==> src/rtl/alu_pkg.sv <==
// alu_pkg: opcode and FSM state enums plus status bit positions for alu_multicycle
package alu_pkg;

    typedef enum logic [2:0] {
        OP_ADD,
        OP_SUB,
        OP_AND,
        OP_OR,
        OP_XOR,
        OP_SHL1,
        OP_SHR1,
        OP_MUL
    } alu_op_e;

    typedef enum logic [1:0] {
        IDLE,
        EXEC,
        MUL,
        DONE
    } alu_state_e;

    localparam int ST_ZERO   = 0;
    localparam int ST_ONES   = 1;
    localparam int ST_CARRY  = 2;
    localparam int ST_PARITY = 3;
    localparam int ST_OVF    = 4;
    localparam int ST_BITS   = 5;

endpackage

==> src/rtl/alu_multicycle_if.sv <==
// alu_multicycle_if: request, operand and result signals of the multicycle ALU
interface alu_multicycle_if #(
    parameter int WIDTH = 16
);
    logic [WIDTH-1:0] ALU_in1;
    logic [WIDTH-1:0] ALU_in2;
    logic [2:0]       ALU_op;
    logic             ALU_start;
    logic             ALU_status_out_en;
    logic [WIDTH-1:0] ALU_out;
    logic             ALU_busy;
    logic             ALU_done;
    logic             ALU_err;

    modport master (
        output ALU_in1, ALU_in2, ALU_op, ALU_start, ALU_status_out_en,
        input  ALU_out, ALU_busy, ALU_done, ALU_err
    );

    modport slave (
        input  ALU_in1, ALU_in2, ALU_op, ALU_start, ALU_status_out_en,
        output ALU_out, ALU_busy, ALU_done, ALU_err
    );
endinterface

==> src/rtl/alu_shift_add_mul.sv <==
// alu_shift_add_mul: iterative shift-add multiplier, one partial product per cycle
module alu_shift_add_mul #(
    parameter int WIDTH = 16
) (
    input  logic               clk,
    input  logic               rst,
    input  logic               start,
    input  logic [WIDTH-1:0]   a,
    input  logic [WIDTH-1:0]   b,
    output logic               done,
    output logic [2*WIDTH-1:0] product
);
    localparam int CW = $clog2(WIDTH + 1);

    logic [2*WIDTH-1:0] mcand;
    logic [WIDTH-1:0]   mplier;
    logic [CW-1:0]      cnt;
    logic               run;

    // load on start, then add/shift for WIDTH cycles and pulse done once the product is final
    always_ff @(posedge clk or posedge rst) begin
        if (rst) begin
            product <= '0;
            mcand   <= '0;
            mplier  <= '0;
            cnt     <= '0;
            run     <= 1'b0;
            done    <= 1'b0;
        end else begin
            done <= 1'b0;
            if (start) begin
                product <= '0;
                mcand   <= {{WIDTH{1'b0}}, a};
                mplier  <= b;
                cnt     <= '0;
                run     <= 1'b1;
            end else if (run) begin
                if (mplier[0])
                    product <= product + mcand;
                mcand  <= mcand << 1;
                mplier <= mplier >> 1;
                cnt    <= cnt + 1'b1;
                if (cnt == CW'(WIDTH - 1)) begin
                    run  <= 1'b0;
                    done <= 1'b1;
                end
            end
        end
    end
endmodule

==> src/rtl/alu_multicycle.sv <==
// alu_multicycle: multicycle ALU with result/status registers; ALU_MULTICYCLE_MUL_EN enables the iterative multiplier
module alu_multicycle
    import alu_pkg::*;
#(
    parameter int WIDTH = 16
) (
    input logic            clk,
    input logic            rst,
    alu_multicycle_if.slave bus
);
`ifdef ALU_MULTICYCLE_MUL_EN
    localparam bit MUL_EN = 1'b1;
`else
    localparam bit MUL_EN = 1'b0;
`endif

    alu_state_e         state;
    alu_state_e         state_n;
    alu_op_e            op_q;
    logic [WIDTH-1:0]   a_q;
    logic [WIDTH-1:0]   b_q;
    logic [WIDTH-1:0]   result_q;
    logic [ST_BITS-1:0] status_q;
    logic               err_q;
    logic [WIDTH-1:0]   res_c;
    logic [ST_BITS-1:0] status_c;
    logic               carry_c;
    logic               ovf_c;
    logic               err_c;
    logic [WIDTH:0]     sum;
    logic [WIDTH:0]     diff;
    logic               mul_done;
    logic               finish;

`ifdef ALU_MULTICYCLE_MUL_EN
    logic [2*WIDTH-1:0] product;

    alu_shift_add_mul #(.WIDTH(WIDTH)) u_mul (
        .clk     (clk),
        .rst     (rst),
        .start   (state == IDLE && bus.ALU_start && bus.ALU_op == OP_MUL),
        .a       (bus.ALU_in1),
        .b       (bus.ALU_in2),
        .done    (mul_done),
        .product (product)
    );
`else
    assign mul_done = 1'b0;
`endif

    assign finish       = (state == EXEC) || (state == MUL && mul_done);
    assign bus.ALU_busy = (state == EXEC) || (state == MUL);
    assign bus.ALU_done = (state == DONE);
    assign bus.ALU_err  = (state == DONE) && err_q;
    assign bus.ALU_out  = bus.ALU_status_out_en ? WIDTH'(status_q) : result_q;

    // state register
    always_ff @(posedge clk or posedge rst) begin
        if (rst)
            state <= IDLE;
        else
            state <= state_n;
    end

    // next state: multiply runs in MUL until the multiplier finishes, everything else takes one EXEC cycle
    always_comb begin
        state_n = state;
        case (state)
            IDLE:    state_n = bus.ALU_start ? ((MUL_EN && bus.ALU_op == OP_MUL) ? MUL : EXEC) : IDLE;
            EXEC:    state_n = DONE;
            MUL:     state_n = mul_done ? DONE : MUL;
            default: state_n = IDLE;
        endcase
    end

    // operands and opcode are captured only when a request is accepted in IDLE
    always_ff @(posedge clk or posedge rst) begin
        if (rst) begin
            a_q  <= '0;
            b_q  <= '0;
            op_q <= OP_ADD;
        end else if (state == IDLE && bus.ALU_start) begin
            a_q  <= bus.ALU_in1;
            b_q  <= bus.ALU_in2;
            op_q <= alu_op_e'(bus.ALU_op);
        end
    end

    // result datapath and status flags derived from the latched operands
    always_comb begin
        sum     = {1'b0, a_q} + {1'b0, b_q};
        diff    = {1'b0, a_q} - {1'b0, b_q};
        res_c   = '0;
        carry_c = 1'b0;
        ovf_c   = 1'b0;
        err_c   = 1'b0;
        case (op_q)
            OP_ADD: begin
                res_c   = sum[WIDTH-1:0];
                carry_c = sum[WIDTH];
                ovf_c   = (a_q[WIDTH-1] == b_q[WIDTH-1]) && (sum[WIDTH-1] != a_q[WIDTH-1]);
            end
            OP_SUB: begin
                res_c   = diff[WIDTH-1:0];
                carry_c = diff[WIDTH];
                ovf_c   = (a_q[WIDTH-1] != b_q[WIDTH-1]) && (diff[WIDTH-1] != a_q[WIDTH-1]);
            end
            OP_AND:  res_c = a_q & b_q;
            OP_OR:   res_c = a_q | b_q;
            OP_XOR:  res_c = a_q ^ b_q;
            OP_SHL1: begin
                res_c   = {a_q[WIDTH-2:0], 1'b0};
                carry_c = a_q[WIDTH-1];
            end
            OP_SHR1: begin
                res_c   = {1'b0, a_q[WIDTH-1:1]};
                carry_c = a_q[0];
            end
            default: begin
`ifdef ALU_MULTICYCLE_MUL_EN
                res_c   = product[WIDTH-1:0];
                carry_c = |product[2*WIDTH-1:WIDTH];
`else
                err_c   = 1'b1;
`endif
            end
        endcase
        status_c            = '0;
        status_c[ST_ZERO]   = (res_c == '0);
        status_c[ST_ONES]   = &res_c;
        status_c[ST_CARRY]  = carry_c;
        status_c[ST_PARITY] = ^res_c;
        status_c[ST_OVF]    = ovf_c;
    end

    // result, status and error flag update only when an operation completes
    always_ff @(posedge clk or posedge rst) begin
        if (rst) begin
            result_q <= '0;
            status_q <= '0;
            err_q    <= 1'b0;
        end else if (finish) begin
            result_q <= res_c;
            status_q <= status_c;
            err_q    <= err_c;
        end
    end
endmodule

==> src/flat_wrapper.sv <==
// flat-port wrapper written by rule: the top's interface ports become plain ports
module alu_multicycle_flat import alu_pkg::*;
#(
    parameter int WIDTH = 16
)
  (clk, rst, bus_ALU_in1, bus_ALU_in2, bus_ALU_op, bus_ALU_start, bus_ALU_status_out_en, bus_ALU_out, bus_ALU_busy, bus_ALU_done, bus_ALU_err);
  alu_multicycle_if #(.WIDTH(WIDTH)) bus_i ();
  input logic clk;
  input logic rst;
  input wire logic [$bits(bus_i.ALU_in1)-1:0] bus_ALU_in1;
  input wire logic [$bits(bus_i.ALU_in2)-1:0] bus_ALU_in2;
  input wire logic [$bits(bus_i.ALU_op)-1:0] bus_ALU_op;
  input wire logic [$bits(bus_i.ALU_start)-1:0] bus_ALU_start;
  input wire logic [$bits(bus_i.ALU_status_out_en)-1:0] bus_ALU_status_out_en;
  output wire logic [$bits(bus_i.ALU_out)-1:0] bus_ALU_out;
  output wire logic [$bits(bus_i.ALU_busy)-1:0] bus_ALU_busy;
  output wire logic [$bits(bus_i.ALU_done)-1:0] bus_ALU_done;
  output wire logic [$bits(bus_i.ALU_err)-1:0] bus_ALU_err;
  assign bus_i.ALU_in1 = bus_ALU_in1;
  assign bus_i.ALU_in2 = bus_ALU_in2;
  assign bus_i.ALU_op = bus_ALU_op;
  assign bus_i.ALU_start = bus_ALU_start;
  assign bus_i.ALU_status_out_en = bus_ALU_status_out_en;
  assign bus_ALU_out = bus_i.ALU_out;
  assign bus_ALU_busy = bus_i.ALU_busy;
  assign bus_ALU_done = bus_i.ALU_done;
  assign bus_ALU_err = bus_i.ALU_err;
  alu_multicycle #(.WIDTH(WIDTH)) u_core (.clk(clk), .rst(rst), .bus(bus_i));
endmodule
==> config.mk <==
export PLATFORM = sky130hd
export DESIGN_NAME = alu_multicycle_flat
export DESIGN_NICKNAME = d
export VERILOG_FILES = /design/src/rtl/alu_pkg.sv /design/src/rtl/alu_multicycle_if.sv /design/src/rtl/alu_shift_add_mul.sv /design/src/rtl/alu_multicycle.sv /design/src/flat_wrapper.sv
export SDC_FILE = /design/constraint.sdc
export NUM_CORES = 1
export LEC_CHECK = 0
export ABC_AREA = 0
export CAP_MARGIN = 20
export CORE_AREA = 10 10 109 111
export DETAILED_ROUTE_END_ITERATION = 8
export DIE_AREA = 0 0 119 121
export DONT_BUFFER_PORTS = 1
export PLACE_DENSITY = 0.79
export SETUP_SLACK_MARGIN = 0.2
export SYNTH_ARGS = -nofsm -noshare
export SYNTH_HDL_FRONTEND = slang
export SYNTH_SLANG_ARGS = --single-unit
==> constraint.sdc <==
create_clock -name clk -period 3.55 [get_ports clk]
set_input_delay 0.71 -clock clk [delete_from_list [all_inputs] [get_ports clk]]
set_output_delay 0.71 -clock clk [all_outputs]
set_load 0.05 [all_outputs]
==> metrics.txt, run 1 <==
outcome=finished clean; fin. max-slew vios=0; Synth Instances=659; hold buffer count at CTS=0; first-pass GRT wire length=27,800 um; ranking of synthesized cells by area=dfrtp_1 (26%), ha_1 (15%), mux2_2 (9.0%); wire per inst=21.6 um; R2R depth=14; Max Fclk=291 MHz; commonest non-fill, non-tap cell in the layout=buf_4; reg2reg end=u_core.status_q[3]; R2R Setup Slk=0.12 ns; Max stage delay on crit path=0.50 ns; total CTS buffers=9; CP max FO=4; skew final=0.0127 ns; final net count=812; IO Port Bufs=0; Startpoint Class=flip-flop; HP Class=in2async; total wire length=18,200 um; vias=5,207; dpl cells=811; synth-to-layout area growth=17.6%; max-cap viol count=0; Crit path required time=3.79 ns; RSZ-0062 raised after global routing=true; synthesized flop and latch total=59; ANT cells=0; Die Y=121 um; initial antenna violation count=0; setup violators final=0; clk sink count=59; crit path capture=u_core.status_q[3]; Syn Nets=767; Worst path depth=14; Final Hold Fails=0; EDFF count, synth=0; Critical Setup Path Class=reg2reg; ys async rst share=1.00; clock buffer depth=2; die width=119 um; Pre-antenna DRT Iters=5; global route overflow=0; Routed Antenna Nets=0; IO Pins=58; Worst EP arrival=3.68 ns; pin count of the biggest net entering global routing=35; Mapped Area=0.00565 mm2; final period utilization=0.967; slowest CP cell=or4_1; final hold slack=0.273 ns; Reg clk slew, reported paths=0.08 ns; share of layout cells above drive strength 1=0.274; Root Driver=clkbuf_8; Crit. End Element=flip-flop; launch point of the critical path=u_core.a_q[0]; commonest non-fill, non-tap cells in the layout=buf_4 (70), inv_1 (66), dfrtp_1 (58), ha_1 (53), nor2_1 (46); Slew HR=0.226; Worst Max-Slew Pin Slew=1.15 ns; DR vias/cell=6.18; DP Area=0.00607 mm2; TritonCTS clock tree=yes; reg2reg start=u_core.a_q[0]; worst path cell trace=ha_2 > inv_1 > fa_2 > nand2b_4 > a21o_1 > a311o_1 > or4_1 > and3_4 > o31a_4 > ha_4 > xnor2_2 > xnor2_1 > xnor2_1 > a21oi_1; Remaining DRCs=0; Ys Warns=0; ys flop type=dfrtp_1; WP buf/inv=1; core area=0.00964 mm2; Starting Density=0.586; Avg Cell Area, Syn=8.57 um2; Crit path max-delay family=simple AND/OR/NAND/NOR gates; total track usage=0.242; cell taking the most area after synthesis=dfrtp_1; Placer Congestion=0.974; fin cells=842; DP HPWL=13,500 um; starting DRC count in detailed routing=416; post-synth cell types=69; H-tree depth=3; Die ar.=0.0144 mm2; clk_lat worst skew=0.36 ns; cell mode on critical path=xnor2_1; Yosys top cell area share=0.261; sequential share of the synthesized area=0.261; fin crit period=3.43 ns; design area=0.00664 mm2; num rows=36; vias in the first global route=5,145; setup_tns=0 ns
layer usage:
metal / part of all wire / GRT usage / vias up
li1: - / - / 2399
met1: 0.41 / 0.290 / 2510
met2: 0.48 / 0.418 / 244
met3: 0.070 / 0.0493 / 54
met4: 0.034 / 0.0947 / 0
met5: 0 / 0 / -
per-stage QoR:
stage          utilization  worst slack (ns)
2_1_floorplan            -             0.236
3_3_place_gp         0.630             0.117
3_5_place_dp         0.630            0.0347
4_1_cts              0.667             0.202
5_1_grt              0.689          -0.00498
6_report             0.689             0.117
worst min-delay path by stage:
stage	slack, ns	endpoint	cells after the start	startpoint
after detailed placement	0.47	u_core.status_q[0]	1	u_core.status_q[0]
after CTS	0.29	u_core.b_q[1]	1	rst
after floorplan	0.45	u_core.status_q[0]	1	u_core.status_q[0]
after global routing	0.30	u_core.b_q[1]	1	rst
after global placement	0.46	u_core.state[0]	1	u_core.state[1]
final	0.27	u_core.b_q[1]	1	rst
cell usage after synthesis, types with 3 or more instances:
| cell type | count |
|---|---|
| clkbuf_1 | 16 |
| buf_4 | 5 |
| nor2_1 | 46 |
| a221oi_1 | 5 |
| a31oi_1 | 5 |
| inv_2 | 3 |
| dfrtp_1 | 59 |
| a22oi_1 | 7 |
| nand4_1 | 7 |
| a21oi_1 | 48 |
| nor2b_1 | 25 |
| nand2_1 | 44 |
| and2_1 | 3 |
| a22o_1 | 5 |
| mux2_2 | 45 |
| o31ai_1 | 5 |
| xnor2_1 | 17 |
| nand2b_1 | 6 |
| o211ai_1 | 4 |
| o22ai_1 | 9 |
| a211oi_1 | 5 |
| o21bai_1 | 3 |
| inv_1 | 69 |
| o221ai_1 | 3 |
| o21ai_0 | 31 |
| ha_1 | 67 |
| nor3_1 | 12 |
| buf_1 | 6 |
| xor2_1 | 5 |
| nand3_1 | 10 |
| o21a_1 | 7 |
| o21ai_1 | 5 |
| mux2i_1 | 7 |
| a21o_1 | 10 |
| buf_2 | 9 |
sequential cells by signal, indices dropped and copies added (netlist names):
signal	flops
u_core.op_q	3
u_core.state	2
u_core.err_q	1
u_core.result_q	16
u_core.b_q	16
u_core.status_q	5
u_core.a_q	16
final cells by class:
cell class,instances,area [um2]
multi-input cells,491,3950
clock buffers,11,151
fillers,810,3000
flip-flops and latches,59,1480
inverters,72,270
well taps,133,166
repair buffers,71,546
clock inverters,5,85.1
cells by family after synthesis:
kind of cell | after synthesis | synth area share
adders and majority gates | 69 | 0.156
buffers and inverters | 109 | 0.0791
xor gates and xnor gates | 22 | 0.0341
AOI/OAI and AO/OA | 178 | 0.219
muxes | 52 | 0.102
and+or+nand+nor | 170 | 0.149
DFF | 59 | 0.261
what timing repair did:
action                     4_1_cts  5_1_grt
buffers inserted                 7        8
resized for setup               17       30
gates cloned                     0        0
pin swaps                       17       23
setup endpoints to repair        1        2
worst register-to-register path, cell delays in order, from the launching register on:
cell and delay (ns):
dfrtp_1 0.41, ha_2 0.20, inv_1 0.05, fa_2 0.34, nand2b_4 0.15, a21o_1 0.18, a311o_1 0.32, or4_1 0.50
and3_4 0.17, o31a_4 0.12, ha_4 0.22, xnor2_2 0.14, xnor2_1 0.24, xnor2_1 0.16, a21oi_1 0.09
Power of run 1 is left out: the tool's default activity adds up to more than one toggle a clock period on the data nets, which glitch-free logic cannot reach.
==> run 2, diff against run 1 <==
Settings changed: CORE_AREA 10 10 109 111 to 10 10 108 110, CTS_BUF_LIST from default to sky130_fd_sc_hd__clkbuf_8, DIE_AREA 0 0 119 121 to 0 0 118 120, PLACE_DENSITY 0.79 to 0.8.
==> run 2 against run 1 <==
  * Global-route usage up 0.42 points
  * Die area down 1.7%
  * Maximum frequency down 0.69%
  * Wire length down 1.7%
  * Non-clock buffer count up 5
  * Count of clock-buffer cells in the layout down 2
  * First-iteration DRC count up 15%
  * Sequential share of layout area down 0.15 points
  * Register-to-register slack worse by 0.02 ns
  * Core utilization up 1.1 points
  * Sequential cell count unchanged
  * Final cell count up 0.59%
==> metrics.txt, run 2 (synthesis gave the netlist of run 1 again) <==
Root Driver=clkbuf_8; share of layout cells above drive strength 1=0.284 (+0.0107); Die ar.=0.0142 mm2 (-1.7%); setup violators final=0 (unchanged); first-pass GRT wire length=28,100 um (+0.94%); vias=5,281 (+1.4%); clk sink count=59 (unchanged); HP Class=in2async; Slew HR=0.351 (+0.124); core area=0.00955 mm2 (-0.93%); Crit path max-delay family=simple AND/OR/NAND/NOR gates; wire per inst=21.1 um (-2.3%); worst path cell trace=buf_4 > ha_4 > inv_2 > fa_2 > nand2b_4 > a21o_1 > a311o_1 > or4_1 > and3_4 > o31a_4 > ha_4 > xnor2_2 > xnor2_1 > xnor2_1 > a21oi_1; IO Pins=58 (unchanged); fin. max-slew vios=0 (unchanged); global route overflow=0 (unchanged); DP HPWL=13,200 um (-2.7%); Max stage delay on crit path=0.43 ns (-0.07 ns); Routed Antenna Nets=0 (unchanged); Top Registers=u_core.a_q x16, u_core.b_q x16, u_core.result_q x16; vias in the first global route=5,248 (+2.0%); R2R Setup Slk=0.09 ns (-0.02 ns); Pre-antenna DRT Iters=6 (+1); slowest CP cell=or4_1; H-tree depth=3 (unchanged); synth-to-layout area growth=18.4%; Critical Setup Path Class=reg2reg; initial antenna violation count=0 (unchanged); hold buffer count at CTS=0 (unchanged); Remaining DRCs=0 (unchanged); clock buffer depth=2 (unchanged); commonest non-fill, non-tap cell in the layout=buf_4; total track usage=0.247 (+0.00419); reg2reg start=u_core.a_q[0]; starting DRC count in detailed routing=477 (+15%); WP buf/inv=2 (+1); ANT cells=0 (unchanged); num rows=36 (unchanged); commonest non-fill, non-tap cells in the layout=buf_4 (75), inv_1 (63), dfrtp_1 (58), ha_1 (56), mux2_2 (45); Final Hold Fails=0 (unchanged); fin crit period=3.46 ns (+0.0237 ns); pin count of the biggest net entering global routing=44 (+26%); clk_lat worst skew=0.36 ns (about the same); Placer Congestion=0.965 (-0.89%); RSZ-0062 raised after global routing=true; setup_tns=0 ns (unchanged); Max Fclk=289 MHz (-0.69%); outcome=finished clean; dpl cells=807 (-0.49%); Crit path required time=3.80 ns (about the same); total wire length=17,900 um (-1.7%); TritonCTS clock tree=yes; Crit. End Element=flip-flop; total CTS buffers=9 (unchanged); Reg clk slew, reported paths=0.08 ns (about the same); Die Y=120 um (-0.83%); final net count=817 (+0.62%); IO Port Bufs=0 (unchanged); final hold slack=0.427 ns (+0.154 ns); Startpoint Class=flip-flop; final period utilization=0.974 (+0.00667); DR vias/cell=6.23 (+0.82%); DP Area=0.00603 mm2 (-0.70%); fin cells=847 (+0.59%); skew final=0.0155 ns (+0.00279 ns); design area=0.00669 mm2 (+0.66%); Starting Density=0.591 (+0.00553); launch point of the critical path=u_core.a_q[0]; CP max FO=3 (-1); die width=118 um (-0.84%); max-cap viol count=0 (unchanged); Worst EP arrival=3.70 ns (+0.02 ns); Worst Max-Slew Pin Slew=0.967 ns (-0.184 ns)
## run 2: worst register-to-register path: stages, from the launching register on
cell and delay [ns]:
dfrtp_1 0.40, buf_4 0.14, ha_4 0.13, inv_2 0.04, fa_2 0.39, nand2b_4 0.16
a21o_1 0.21, a311o_1 0.33, or4_1 0.43, and3_4 0.19, o31a_4 0.12, ha_4 0.22
xnor2_2 0.13, xnor2_1 0.22, xnor2_1 0.16, a21oi_1 0.08
## run 2: layout make-up
class / instances / area [um2]
Clock buffer: 9 / 124
Clock inverter: 7 / 77.6
Fill cell: 784 / 2860
Inverter: 72 / 270
Multi-Input combinational cell: 491 / 4000
Sequential cell: 59 / 1480
Tap cell: 133 / 166
Timing Repair Buffer: 76 / 574
## run 2: repair_timing
item / in CTS / in global routing
pin swaps: 21 / 21
setup endpoints to repair: 2 / 3
gates resized for setup: 37 / 25
setup buffers: 11 / 13
## run 2: metrics by stage
step	util	setup WS [ns]
after floorplan	-	0.236
after CTS	0.678	0.181
after global routing	0.700	0.0173
after detailed placement	0.631	-0.0451
after global placement	0.631	0.0738
final	0.700	0.0932
## run 2: path summary, 6_finish.rpt
path / depth (start not counted) / end
max in group asynchronous: 2 / u_core.b_q[14]
worst min register to register: 1 / u_core.state[0]
worst max register to register: 15 / u_core.status_q[3]
min in group clk: 1 / u_core.b_q[1]
worst max-delay path: 15 / u_core.status_q[3]
worst min-delay path: 1 / u_core.a_q[1]
## run 2: layer usage
| metal | GRT usage | share of wire | up-vias | wire (um) |
|---|---|---|---|---|
| li1 | - | - | 2426 | - |
| met1 | 0.293 | 0.39 | 2503 | 7060 |
| met2 | 0.412 | 0.47 | 281 | 8480 |
| met3 | 0.0670 | 0.092 | 71 | 1640 |
| met4 | 0.107 | 0.040 | 0 | 711 |
| met5 | 0 | 0 | - | 0 |
Power of run 2 is left out for the same reason.
